===== src/rtl/hw2_pkg.sv =====
// Shared constants and operand tuple type for the hw2 operand-issue slice.
// Defaults feed the parameters of hw2_op_issue and hw2_sync_fifo.
package hw2_pkg;

    localparam int WIDTH_DEF = 8;
    localparam int DEPTH_DEF = 4;
    localparam int LAT_DEF   = 2;

    typedef struct packed {
        logic [WIDTH_DEF-1:0] a;
        logic [WIDTH_DEF-1:0] b;
        logic [WIDTH_DEF-1:0] c;
        logic                 s;
    } op_t;

endpackage


===== src/rtl/hw2_sync_fifo.sv =====
// Parameterised synchronous FIFO with level, full and empty.
// Pointers carry one extra wrap bit to tell full from empty.
module hw2_sync_fifo
    import hw2_pkg::*;
#(
    parameter int DW    = 3 * WIDTH_DEF + 1,
    parameter int DEPTH = DEPTH_DEF
) (
    input  logic                     clk,
    input  logic                     rst,
    input  logic                     push,
    input  logic                     pop,
    input  logic [DW-1:0]            wdata,
    output logic [DW-1:0]            rdata,
    output logic                     full,
    output logic                     empty,
    output logic [$clog2(DEPTH):0]   level
);

    localparam int AW = $clog2(DEPTH);
    localparam int PW = AW + 1;

    logic [DW-1:0] mem_q [DEPTH];
    logic [PW-1:0] wr_ptr_q, wr_ptr_d;
    logic [PW-1:0] rd_ptr_q, rd_ptr_d;
    logic          push_ok;
    logic          pop_ok;

    assign empty = (wr_ptr_q == rd_ptr_q);
    assign full  = (wr_ptr_q[AW] != rd_ptr_q[AW]) &&
                   (wr_ptr_q[AW-1:0] == rd_ptr_q[AW-1:0]);
    assign level = wr_ptr_q - rd_ptr_q;
    assign rdata = mem_q[rd_ptr_q[AW-1:0]];

    assign push_ok = push && !full;
    assign pop_ok  = pop && !empty;

    always_comb begin
        wr_ptr_d = wr_ptr_q;
        rd_ptr_d = rd_ptr_q;
        if (push_ok) wr_ptr_d = wr_ptr_q + PW'(1);
        if (pop_ok)  rd_ptr_d = rd_ptr_q + PW'(1);
    end

    always_ff @(posedge clk or posedge rst) begin
        if (rst) begin
            wr_ptr_q <= '0;
            rd_ptr_q <= '0;
        end else begin
            wr_ptr_q <= wr_ptr_d;
            rd_ptr_q <= rd_ptr_d;
        end
    end

    // Storage needs no reset: entries are only read behind a valid pointer.
    always_ff @(posedge clk) begin
        if (push_ok) mem_q[wr_ptr_q[AW-1:0]] <= wdata;
    end

endmodule


===== src/rtl/hw2_op_issue.sv =====
// Operand-issue stage for the clock-gated (a+-b)*c datapath: buffers tuples,
// issues one per cycle with a gate enable, and flags when d is valid.
module hw2_op_issue
    import hw2_pkg::*;
#(
    parameter int WIDTH = WIDTH_DEF,
    parameter int DEPTH = DEPTH_DEF,
    parameter int LAT   = LAT_DEF
) (
    input  logic                   clk,
    input  logic                   rst,
    input  logic                   in_valid,
    output logic                   in_ready,
    input  logic [WIDTH-1:0]       in_a,
    input  logic [WIDTH-1:0]       in_b,
    input  logic [WIDTH-1:0]       in_c,
    input  logic                   in_s,
    input  logic                   hold,
    output logic [WIDTH-1:0]       a,
    output logic [WIDTH-1:0]       b,
    output logic [WIDTH-1:0]       c,
    output logic                   s,
    output logic                   en,
    output logic                   res_valid,
    output logic [15:0]            issue_cnt,
    output logic [$clog2(DEPTH):0] level
);

    localparam int DW = 3 * WIDTH + 1;

    logic [DW-1:0]  head;
    logic           full;
    logic           empty;
    logic           do_push;
    logic           do_pop;

    logic [DW-1:0]  op_q, op_d;
    logic           en_q, en_d;
    logic [15:0]    cnt_q, cnt_d;
    logic [LAT-1:0] sr_q, sr_d;
    logic [LAT:0]   sr_ext;

    assign in_ready = !full;
    assign do_push  = in_valid && in_ready;
    assign do_pop   = !empty && !hold;

    hw2_sync_fifo #(
        .DW    (DW),
        .DEPTH (DEPTH)
    ) u_fifo (
        .clk   (clk),
        .rst   (rst),
        .push  (do_push),
        .pop   (do_pop),
        .wdata ({in_a, in_b, in_c, in_s}),
        .rdata (head),
        .full  (full),
        .empty (empty),
        .level (level)
    );

    // Operands only change on an issue, so gated logic sees no toggling.
    always_comb begin
        op_d   = op_q;
        en_d   = do_pop;
        cnt_d  = cnt_q;
        if (do_pop) begin
            op_d  = head;
            cnt_d = cnt_q + 16'd1;
        end
        sr_ext = {sr_q, en_q};
        sr_d   = sr_ext[LAT-1:0];
    end

    always_ff @(posedge clk or posedge rst) begin
        if (rst) begin
            op_q  <= '0;
            en_q  <= 1'b0;
            cnt_q <= '0;
            sr_q  <= '0;
        end else begin
            op_q  <= op_d;
            en_q  <= en_d;
            cnt_q <= cnt_d;
            sr_q  <= sr_d;
        end
    end

    assign a         = op_q[DW-1 -: WIDTH];
    assign b         = op_q[DW-1-WIDTH -: WIDTH];
    assign c         = op_q[WIDTH:1];
    assign s         = op_q[0];
    assign en        = en_q;
    assign res_valid = sr_q[LAT-1];
    assign issue_cnt = cnt_q;

endmodule


===== config.mk =====
export PLATFORM = sky130hd
export DESIGN_NAME = hw2_op_issue
export DESIGN_NICKNAME = d
export VERILOG_FILES = /design/src/rtl/hw2_pkg.sv /design/src/rtl/hw2_sync_fifo.sv /design/src/rtl/hw2_op_issue.sv
export SDC_FILE = /design/constraint.sdc
export NUM_CORES = 1
export LEC_CHECK = 0
export CAP_MARGIN = 20
export CORE_ASPECT_RATIO = 1.2
export CORE_MARGIN = 8
export CORE_UTILIZATION = 30
export CTS_BUF_LIST = sky130_fd_sc_hd__clkbuf_16
export CTS_CLUSTER_DIAMETER = 120
export DETAILED_ROUTE_END_ITERATION = 6
export GPL_TIMING_DRIVEN = 0
export PLACE_DENSITY = 0.47
export SETUP_SLACK_MARGIN = 0.4
export SYNTH_ARGS = -nofsm -noshare
export SYNTH_HDL_FRONTEND = slang
export SYNTH_SLANG_ARGS = --single-unit

===== constraint.sdc =====
create_clock -name clk -period 7.5 [get_ports clk]
set_input_delay 1.5 -clock clk [delete_from_list [all_inputs] [get_ports clk]]
set_output_delay 1.5 -clock clk [all_outputs]
set_load 0.05 [all_outputs]

Yosys cells after proc, flatten, opt, wreduce, memory -nomap -nowiden --
Memory sizes are Yosys's and may differ from the RTL's. A register that Yosys moved wholly into a read port is not among the register bits. Cells that the tools add are included.
Storage, ports and cells: register bits after elaboration 25, memory bits (writable) 100, output and inout bits 47, word-level logic and storage cells 23, memories 1
Operators by class: add/sub/neg operators 4, equal/unequal tests 3, mux-type cells 2, reductions and logical operators 8
Memory list:
- u_fifo.mem_q | words 4, bits a word 25, read ports 1, clocked after Yosys merged registers in 1, wr ports 1, line hw2_sync_fifo.sv:23 | logic [DW-1:0] mem_q [DEPTH];
Operators by type and width (count):
- 16-bit by 1-bit adder with 16-bit output, second input constant | 1
- 3-bit by 1-bit adder with 3-bit output, second input constant | 2
- 1-bit logical AND | 5
- 3-bit equality test | 1
- 1-bit zero test | 3
- 3-bit subtractor | 1
- 2-bit equality test | 1
- 1-bit two-way mux | 2
- 1-bit inequality test | 1

Depth between registers and ports, before layout --
word-level depth 7, gate-level depth with buffers 9

Modules after synthesis --
Synthesis repeated with hierarchy kept, for this count alone.
Unflattened totals: cells, all modules 300, area total of the unflattened synthesis 5823.1 µm²
Modules (own cells, without submodules):
- hw2_sync_fifo | times used 1, cells each 177, area each 4076.4 µm², sequential area each 3153.0 µm²
- hw2_op_issue | times used 1, cells each 123, area each 1746.7 µm², sequential area each 1101.1 µm²

Worst setup path after synthesis --
OpenSTA, ideal clock, no wires.
kind reg-to-output, start register u_fifo.rd_ptr_q[1], end output port level[2], data arrival time 2.267 ns, setup slack 3.733 ns, stages on the path, launching flop included 6, path through dfrtp_1 -> buf_2 -> buf_1 -> inv_1 -> fa_1 -> xnor2_1
Between the ends: longest elaborated chain between the ends 1
RTL lines:
- start: declaration | line hw2_sync_fifo.sv:25 | logic [PW-1:0] rd_ptr_q, rd_ptr_d;
- start signal: assignment | line hw2_sync_fifo.sv:51 | rd_ptr_q <= rd_ptr_d;
- 3-bit subtractor | line hw2_sync_fifo.sv:32 | assign level = wr_ptr_q - rd_ptr_q;
- end: declaration | line hw2_op_issue.sv:26 | output logic [$clog2(DEPTH):0] level
Every way passes these cells.

Worst setup path in the final report --
Same ends and word-level chain as after synthesis.

==> summary.md <==
| Metric | Value |
|---|---|
| Outcome | completed |
| Sw Share | 0.371 |
| P&R area growth vs syn | 29.2% |
| CP endpoint kind | primary output |
| Endpoints failing setup | 0 |
| CTS resizes | 0 |
| Sequential share of the synthesized area | 0.739 |
| Horiz. Die Dim | 142 um |
| Max Root-Sink Buffers | 2 |
| Total CTS buffers | 17 |
| Max_slew headroom | 0.465 |
| N_diodes | 0 |
| Drc violations | 0 |
| Max-cap viol count | 0 |
| Flop pwr share | 0.357 |
| Initial antenna violation count | 0 |
| Final Instance Count excl. Fillers | 653 |
| Psw | 1.30 mW |
| Tot GR Track Use | 0.108 |
| Sink Count | 150 |
| Post-DRT Antenna Nets | 0 |
| First-pass GRT wire length | 19,000 um |
| # H-tree levels | 4 |
| CTS tree | done |
| Clk_lat worst skew | 0.42 ns |
| Leakage | 2.65 nW |
| Initial core utilization | 0.305 |
| Drt first pass iters | 4 |
| Final-report hold violation count | 0 |
| Mapped Cells | 289 |
| Top Ports | 76 |
| Cell Area, Synth | 0.00576 sq mm |
| Largest cells by area after synthesis | edfxtp_1 52%, dfrtp_1 22%, mux4_2 9.8% |
| Via count | 2,852 |
| Port Buffers | 75 |
| Setup Buffers After CTS | 0 |
| Drt wl/cell | 18.5 um |
| GRT overflow | 0 |
| Kind of start point of the critical path | flip-flop |
| Rows | 55 |
| Floorplan core area | 0.0189 sq mm |
| Final WL | 12,100 um |
| Slew @ Worst Pin | 0.802 ns |
| Net Count, Synth | 327 |
| Final Critical Period | 4.87 ns |
| Largest net degree at the start of global routing | 33 |
| Combinational power share | 0.402 |
| Slew Viols, Final | 0 |
| Worst vdd ir | 0.000265 V |
| P_int | 2.21 mW |
| Die Area | 0.0239 sq mm |
| Fraction of layout cells with a size suffix above 1 | 0.244 |
| Avg Synthesized Cell Area | 19.9 sq um |
| Flops & latches, synth | 150 |
| Post-CTS Hold Fix Bufs | 0 |
| Min-delay worst type | flip-flop to flip-flop |
| Detailed Route Iter0 Violations | 79 |
| HPWL Detailed | 7600 um |
| Most frequent cells in the layout | 100 x edfxtp_1, 75 x clkdlybuf4s50_1, 50 x dfrtp_1, 25 x mux4_2, 25 x mux2_2 |
| Worst endpoint required time | 6.00 ns |
| Crit Path Max Fanout | 10 |
| RSZ-0062 raised after global routing | no |
| Clock slew at reported path FFs | 0.06 ns |
| Final Skew | 0.00437 ns |
| Die height | 168 um |
| Share of the synthesized area in the top cell type | 0.522 |
| Setup_tns | 0 ns |
| Final net count | 422 |
| FMAX | 0.205 GHz |
| Vias in the first global route | 3,275 |
| Yosys cell types | 30 |
| Worst Path Arrival | 3.37 ns |
| CTS Root Buffer Type | clkbuf_16 |
| Synth warn | 0 |
| Final period util | 0.649 |
| Power Density | 472 mW/mm^2 |
| DR vias/cell | 4.37 |
| Critical setup path kind | flip-flop to primary output |
| Synth area leader | edfxtp_1 |
| GP Congestion | 0.667 |
| Commonest non-fill, non-tap cell in the layout | edfxtp_1 |
| Placed Cells | 621 |
| Clock power frac | 0.241 |
metrics by stage:
step	util	cell area (sq um)	setup WS, ns	power (mW)	hold slack, ns
after floorplan	-	5760	3.73	2.24	0.331
after global placement	0.362	6830	3.06	2.70	0.337
after detailed placement	0.364	6850	3.05	2.72	0.339
after CTS	0.395	7440	2.59	3.58	0.352
after global routing	0.395	7440	2.51	3.70	0.372
final	0.395	7440	2.63	3.51	0.348
path summary, 6_finish.rpt:
path	startpoint	to	slack, ns	cells after the start
max	u_fifo.rd_ptr_q[1]	level[2]	2.63	6
min reg2reg	sr_q[0]	sr_q[1]	0.35	0
max reg2reg	u_fifo.rd_ptr_q[1]	u_fifo.mem_q[3][6]	3.91	7
max in group asynchronous	rst	op_q[20]	5.48	3
min in group asynchronous	rst	issue_cnt[15]	1.45	2
min	sr_q[0]	sr_q[1]	0.35	0
metal layers:
metal	track usage	vias up	part of all wire
met5	0	-	0
met4	0.0375	0	0.012
met3	0.0407	14	0.062
met2	0.169	77	0.47
met1	0.133	1472	0.46
li1	-	1289	-
power by group through the flow:
stage	registers (mW)	clock network, mW	logic, mW
after floorplan	1.58	0	0.658
after CTS	1.26	0.870	1.45
after detailed placement	1.28	0	1.44
final	1.25	0.845	1.41
after global routing	1.28	0.902	1.51
after global placement	1.27	0	1.43
flip-flops by register name, indices dropped and copies added (netlist names):
name	flops
en	1
issue_cnt	16
op_q	25
sr_q	2
u_fifo.mem_q	100
u_fifo.rd_ptr_q	3
u_fifo.wr_ptr_q	3
worst max-delay path, cell delays in order (launching register included):
cell and delay [ns]:
dfrtp_1 0.36, buf_2 0.25, buf_1 0.59, inv_1 0.22
fa_1 0.49, xnor2_1 0.20, clkdlybuf4s50_1 0.83
synthesized netlist by cell type (all sizes together):
library cell  instances
edfxtp              100
and3                  1
mux2                 26
nand4                 3
fa                    1
nor3                  6
buf                   8
nand3                 3
nor2                  2
mux4                 25
a21oi                 1
dfrtp                50
xor2                 12
nand2                10
a21boi                1
xnor2                10
and4                  1
nor3b                 1
clkbuf                1
o2111ai               1
nor4                  1
and2                  5
o21ai                 2
inv                   9
ha                    8
a211o                 1
cell type report:
cell class                      count  area, sq um
Tap cell                          256          320
Sequential cell                   150         4250
Clock buffer                       17          425
Fill cell                        1762        11400
Clock inverter                     15          163
Inverter                            9         33.8
Buffer                              9         57.6
Timing Repair Buffer               76          771
Multi-Input combinational cell    121         1420
cells by family after synthesis:
kind of cell	Yosys count	share of synthesized area
compound gates	6	0.00913
xor+xnor	22	0.0335
fa+ha+maj	9	0.0209
buf+inv	18	0.0159
flops	150	0.739
mux	51	0.149
simple gates	33	0.0332
(Power assumes the default switching activity.)
